$ cat src/rtl/bitscan_datapath.sv
// -----------------------------------------------------------------------------
// bitscan_datapath
//   Bit-serial scan datapath controlled by an external 3-state one-hot
//   sequencer (t0 idle/load, t1 skip zero bits, t2 count one bits). It shifts
//   a WIDTH-bit operand out MSB-first and accumulates its population count and
//   its leading-zero count. The status bits x and z go back to the sequencer,
//   which uses them to choose its next state.
//
// Ports
//   clk        clock, every register updates on the rising edge
//   rst_n      asynchronous active-low reset
//   t0/t1/t2   one-hot sequencer state
//   s          start, sampled only while t0
//   din        operand, captured on t0 & s
//   x          A[WIDTH-1] | (C == 0)
//   z          C == 0
//   ones_cnt   popcount result
//   lz_cnt     leading-zero count (WIDTH for a zero operand)
//   res_valid  results valid, cleared by the next load
//   done       one-cycle completion pulse
// -----------------------------------------------------------------------------
module bitscan_datapath #(
   parameter int WIDTH = 8,
   parameter int CW    = $clog2(WIDTH + 1)
) (
   input  logic             clk,
   input  logic             rst_n,
   input  logic             t0,
   input  logic             t1,
   input  logic             t2,
   input  logic             s,
   input  logic [WIDTH-1:0] din,
   output logic             x,
   output logic             z,
   output logic [CW-1:0]    ones_cnt,
   output logic [CW-1:0]    lz_cnt,
   output logic             res_valid,
   output logic             done
);

   logic [WIDTH-1:0] a;     // operand shift register, MSB is the current bit
   logic [CW-1:0]    c;     // bits still to be consumed
   logic             seen;  // a 1 bit has already been consumed

   // Once C reaches zero, x is forced high. That routes t1 to its
   // non-consuming path and keeps C from ever being decremented past zero.
   assign z = (c == '0);
   assign x = a[WIDTH-1] | z;

   always_ff @(posedge clk or negedge rst_n) begin
      if (!rst_n) begin
         a         <= '0;
         c         <= '0;
         seen      <= 1'b0;
         ones_cnt  <= '0;
         lz_cnt    <= '0;
         res_valid <= 1'b0;
         done      <= 1'b0;
      end else begin
         done <= 1'b0;
         unique case ({t0, t1, t2})
            3'b100: begin
               if (s) begin
                  a         <= din;
                  c         <= CW'(WIDTH);
                  seen      <= 1'b0;
                  ones_cnt  <= '0;
                  lz_cnt    <= '0;
                  res_valid <= 1'b0;
               end
            end
            3'b010: begin
               // Consume a 0 bit. It counts as leading only until the first 1.
               if (!x) begin
                  a <= {a[WIDTH-2:0], 1'b0};
                  c <= c - CW'(1);
                  if (!seen) lz_cnt <= lz_cnt + CW'(1);
               end
            end
            3'b001: begin
               if (z) begin
                  res_valid <= 1'b1;
                  done      <= 1'b1;
               end else if (x) begin
                  a        <= {a[WIDTH-2:0], 1'b0};
                  c        <= c - CW'(1);
                  ones_cnt <= ones_cnt + CW'(1);
                  seen     <= 1'b1;
               end
            end
            default: begin
               // Illegal or empty state encodings hold every register.
            end
         endcase
      end
   end

endmodule

$ cat config.mk
export PLATFORM = sky130hd
export DESIGN_NAME = bitscan_datapath
export DESIGN_NICKNAME = d
export VERILOG_FILES = /design/src/rtl/bitscan_datapath.sv
export SDC_FILE = /design/constraint.sdc
export NUM_CORES = 1
export LEC_CHECK = 0
export CORE_ASPECT_RATIO = 1.2
export CORE_UTILIZATION = 54
export CTS_BUF_LIST = sky130_fd_sc_hd__clkbuf_16
export DETAILED_ROUTE_END_ITERATION = 6
export GPL_TIMING_DRIVEN = 0
export PLACE_DENSITY = 0.83
export SLEW_MARGIN = 0
export SYNTH_ARGS = -nofsm -noshare
export SYNTH_HDL_FRONTEND = slang
export SYNTH_SLANG_ARGS = --single-unit
export TNS_END_PERCENT = 1
$ cat constraint.sdc
create_clock -name clk -period 3 [get_ports clk]
set_clock_uncertainty 0.05 [all_clocks]
set_input_delay 0.6 -clock clk [delete_from_list [all_inputs] [get_ports clk]]
set_output_delay 0.6 -clock clk [all_outputs]
set_load 0.03 [all_outputs]
After elaboration in Yosys (flattened, before gate mapping)
Index checks and enable logic that the tools add are counted.
Storage, ports and cells
  logic and storage cells: 53
  register bits: 23
Operators by class
  eq/ne operators: 9
  add/subtract/negate cells: 3
  reductions and logical operators: 8
  mux-type cells: 25
  bitwise gates (word level): 1
Operators by type and width (count)
  4-bit 2-to-1 mux: 9
  8-bit 2-to-1 mux: 4
  8-bit case mux with 3 select lines: 1
  4-bit case mux with 2 select lines: 2
  2-bit != test, second input constant: 6
  4-bit case mux with 3 select lines: 1
  4-bit by 1-bit adder with 4-bit output, second input constant: 2
  4-bit AND reduction: 2
  1-bit 2-to-1 mux: 6
  5-bit AND reduction: 1
  4-bit logical NOT: 1
  1-bit case mux with 2 select lines: 2
  2-bit nonzero test: 2
  4-bit by 1-bit subtractor with 4-bit output, second input constant: 1
  3-bit by 1-bit == test with 1-bit output, second input constant: 1
  3-bit by 2-bit == test with 1-bit output, second input constant: 1
  3-bit == test, second input constant: 1
  3-bit AND reduction: 1
  3-bit nonzero test: 1
  1-bit bitwise OR: 1

Logic depth before layout (Yosys ltp)
  depth in word-level cells: 5
  mapped depth: 7
  gate-level depth less buffers: 7

Least setup slack after synthesis
Ideal clock, no wire load.
  kind: register to register
  start point: reg c[0]
  end point: reg a[0]
  data arrival time: 1.861 ns
  data required time: 2.825 ns
  stages on the path, launching flop included: 8
  path slack: 0.964 ns
  path buffers: 0
  cells stage by stage: dfrtp_1 -> inv_1 -> ha_1 -> or3b_1 -> inv_1 -> a21o_4 -> nand2_8 -> mux2_4
Between the ends
  word-level cells in the longest chain between the ends: 4
  elaborated cells between the ends (all ways): 6
  those cells by class: 3 x eq/ne; 1 x bitwise; 2 x reduce/logical
Ends and longest elaborated chain
  start: declaration: line 42  | logic [CW-1:0] c;
  start signal: assignment: line 65  | c <= CW'(WIDTH);
  start signal: assignment: line 76  | c <= c - CW'(1);
  start signal: assignment: line 86  | c <= c - CW'(1);
  4-bit logical NOT *: line 47  | assign z = (c == '0);
  via z: line 34  | output logic z,
  1-bit bitwise OR: line 48  | assign x = a[WIDTH-1] | z;
  2-bit != test (no source line)
  5-bit AND reduction (no source line) *
  end signal: assignment: line 64  | a <= din;
  end signal: assignment: line 75  | a <= {a[WIDTH-2:0], 1'b0};
  end signal: assignment: line 85  | a <= {a[WIDTH-2:0], 1'b0};
  end: declaration: line 41  | logic [WIDTH-1:0] a;
The timed path passes the listed nets; every way through them passes the cells marked *.
A chain may end at the register's enable or synchronous reset.

Worst setup path after layout
  start point: reg c[0]
  end point: out x
Between the ends
  word-level cells in the longest chain between the ends: 2
Ends and longest elaborated chain
  4-bit logical NOT: line 47
  1-bit bitwise OR: line 48
  end: declaration: line 33  | output logic x,
Every way passes these cells.

==> results_dict.tcl <==
set metrics [dict create \
    grt_pass1_wl_um 4150 \
    synthTopCellsByArea "dfrtp_1, mux2_4, mux2_2" \
    yosysSeqAreaShare_pct 45.0 \
    cts_buffers 3 \
    start_kind "flop" \
    io_pins 26 \
    critPathKind "reg -> out" \
    hold_buffers 0 \
    root_buffer "clkbuf_16" \
    grt_pass1_vias 930 \
    core_sq_mm 0.00214 \
    initial_core_util_pct 59.8 \
    period_minus_slack_ns 2.75 \
    synth_top_area_share_pct 45.0 \
    total_power_mw 1.44 \
    io_buffers 25 \
    ys.flop_type "dfrtp_1" \
    maxCapViolations 0 \
    antenna_cells 0 \
    track_usage_pct 21.8 \
    cp.arrival_ns 2.10 \
    max_slew_margin_pct 30.5 \
    rows 18 \
    ys_ff_latch 23 \
    period_share_pct 91.7 \
    syn_area_per_cell_sq_um 11.9 \
    status "finished, final reports clean" \
    syn_nets 126 \
    hold_start "a[3]" \
    die_w_um 46.4 \
    synth.most_common_cell "dfrtp_1" \
    grt-ovfl-total 0 \
    crit_required_ns 2.35 \
    peakVddDrop_mv 0.576 \
    cts_tree "done" \
    drt_pass1_iterations 4 \
    vias 965 \
    routed_wl_um 2430 \
    nNetsFinal 156 \
    grt_max_degree 24 \
    worstHoldPathType "reg -> reg" \
    cts.htree.levels 1 \
    clk-insertion-delay-late_ns 0.25 \
    place_hpwl_um 1780 \
    synth_edf_count 0 \
    async_flop_share_pct 100 \
    regArea_sq_um 576 \
    clk_pin_slew_ns 0.06 \
    fill_cells 145 \
    dieHeight_um 55.3 \
    worstMarginPinSlew_ns 1.04 \
    finalSetupViolCount 0 \
    hold_viol_final 0 \
    yosys-top-cells-count "dfrtp_1, nand2_1, mux2_2, mux2_4" \
    end_kind "output pin" \
    leakage_nw 0.728 \
    syn_area_sq_mm 0.00128 \
    drt_iter0_drc 13 \
    gp_routability_congestion 0.815 \
    cts.sinks 23 \
    rsz0062_at_grt "false" \
    worst_r2r_startpoint "c[0]" \
    clk_path_buf_depth 2 \
    ant_nets 0 \
    wl_per_cell_um 14.6 \
    yosys.area.top_type "dfrtp_1" \
    multi_input_area_sq_um 681 \
    crit_fanout 5 \
    drive_above_1_share_pct 21.2 \
    yosys.cell_types.count 40 \
    power.density_mw_per_mm2 873 \
    die_area_sq_mm 0.00257 \
    ff2ff_setup_slack_ns 0.94 \
    drv_slew 0 \
    post_cts_buffers 0 \
    critPathLaunch "c[0]" \
    via_per_inst 5.78 \
    antenna_found_initial 0 \
    drc 0 \
    ys.warnings.count 0 \
    area_growth_syn_to_layout_pct 28.9 \
    netlist_instances 108 \
    max_freq_mhz 363 \
    setup_tns_ns 0 \
]
[worst paths after layout]
path / end / cells after the start
hold / removal: a[3] / 1
min in group asynchronous: lz_cnt[3] / 1
max in group asynchronous: a[1] / 1
setup / recovery: x / 5
hold reg to reg: a[3] / 1
setup reg to reg: a[6] / 7
[power by group]
part	internal (mW)	switching, mW	total, mW
Clock	0.179	0.109	0.288
Sequential	0.437	0.104	0.541
Combinational	0.316	0.296	0.612
[per-layer routing]
layer  track usage [%]  up-vias  routed length (um)
met5                 0        -                   0
met4              8.40        0                  26
met3              3.27        4                  51
met2              36.5       21                1320
met1              26.6      479                1040
li1                  -      461                   -
[cells by family after synthesis]
kind of cell	Yosys count	synth area share, %
AO/OA/AOI/OAI	20	11.7
AND/OR/NAND/NOR	37	18.9
multiplexers	18	18.0
buffers and inverters	5	1.86
flip-flops	23	45.0
adder cells (fa/ha/maj)	4	3.91
XOR/XNOR	1	0.684
[final cells by class]
| type | instances | share of cell area [%] |
|---|---|---|
| plain buffers | 2 | 0.758 |
| clock inverters | 1 | 0.303 |
| clock buffers | 3 | 4.55 |
| inverters | 3 | 0.682 |
| repair buffers | 25 | 15.3 |
| multi-input cells | 80 | 41.2 |
| well taps | 30 | 2.27 |
| flip-flops and latches | 23 | 34.9 |
[worst max-delay path, stage by stage, from the launching register on]
cell             delay (ns)
dfrtp_1                0.40
inv_1                  0.09
ha_1                   0.15
or3b_1                 0.43
nand2b_1               0.10
clkdlybuf4s50_1        0.67
[cells in the final DEF, fill, tap and decap left out, types with 2 or more instances in the layout]
| cell type | instances |
|---|---|
| a2111oi_0 | 2 |
| o21ai_0 | 6 |
| mux2_4 | 8 |
| nand2b_1 | 2 |
| or3b_1 | 2 |
| nand2_1 | 11 |
| dfrtp_1 | 23 |
| ha_1 | 4 |
| nor3_1 | 2 |
| clkdlybuf4s50_1 | 24 |
| nand3_1 | 6 |
| mux2i_1 | 2 |
| o2bb2ai_1 | 2 |
| clkbuf_16 | 3 |
| mux2_2 | 8 |
| nor2b_1 | 2 |
| inv_1 | 3 |
[stage by stage]
stage          std cells  hold WS, ns  worst slack, ns  util [%]  area [sq um]
2_1_floorplan        108        0.254            0.964         -          1280
3_3_place_gp         163        0.415            0.409      73.3          1570
3_5_place_dp         163        0.442            0.354      73.3          1570
4_1_cts              167        0.464           0.0843      77.0          1650
5_1_grt              167        0.474            0.134      77.1          1650
6_report             167        0.460            0.248      77.1          1650
[flip-flops by register name (all words and copies together), names as in the netlist]
register and count:
a 8, c 4, lz_cnt 4, ones_cnt 4
done 1, res_valid 1, seen 1
[what timing repair did]
item,CTS,global route
endpoints found under the hold margin,0,0
setup endpoints to repair,0,1
gates resized for setup,0,1
Power figures use the tool's default switching activity.
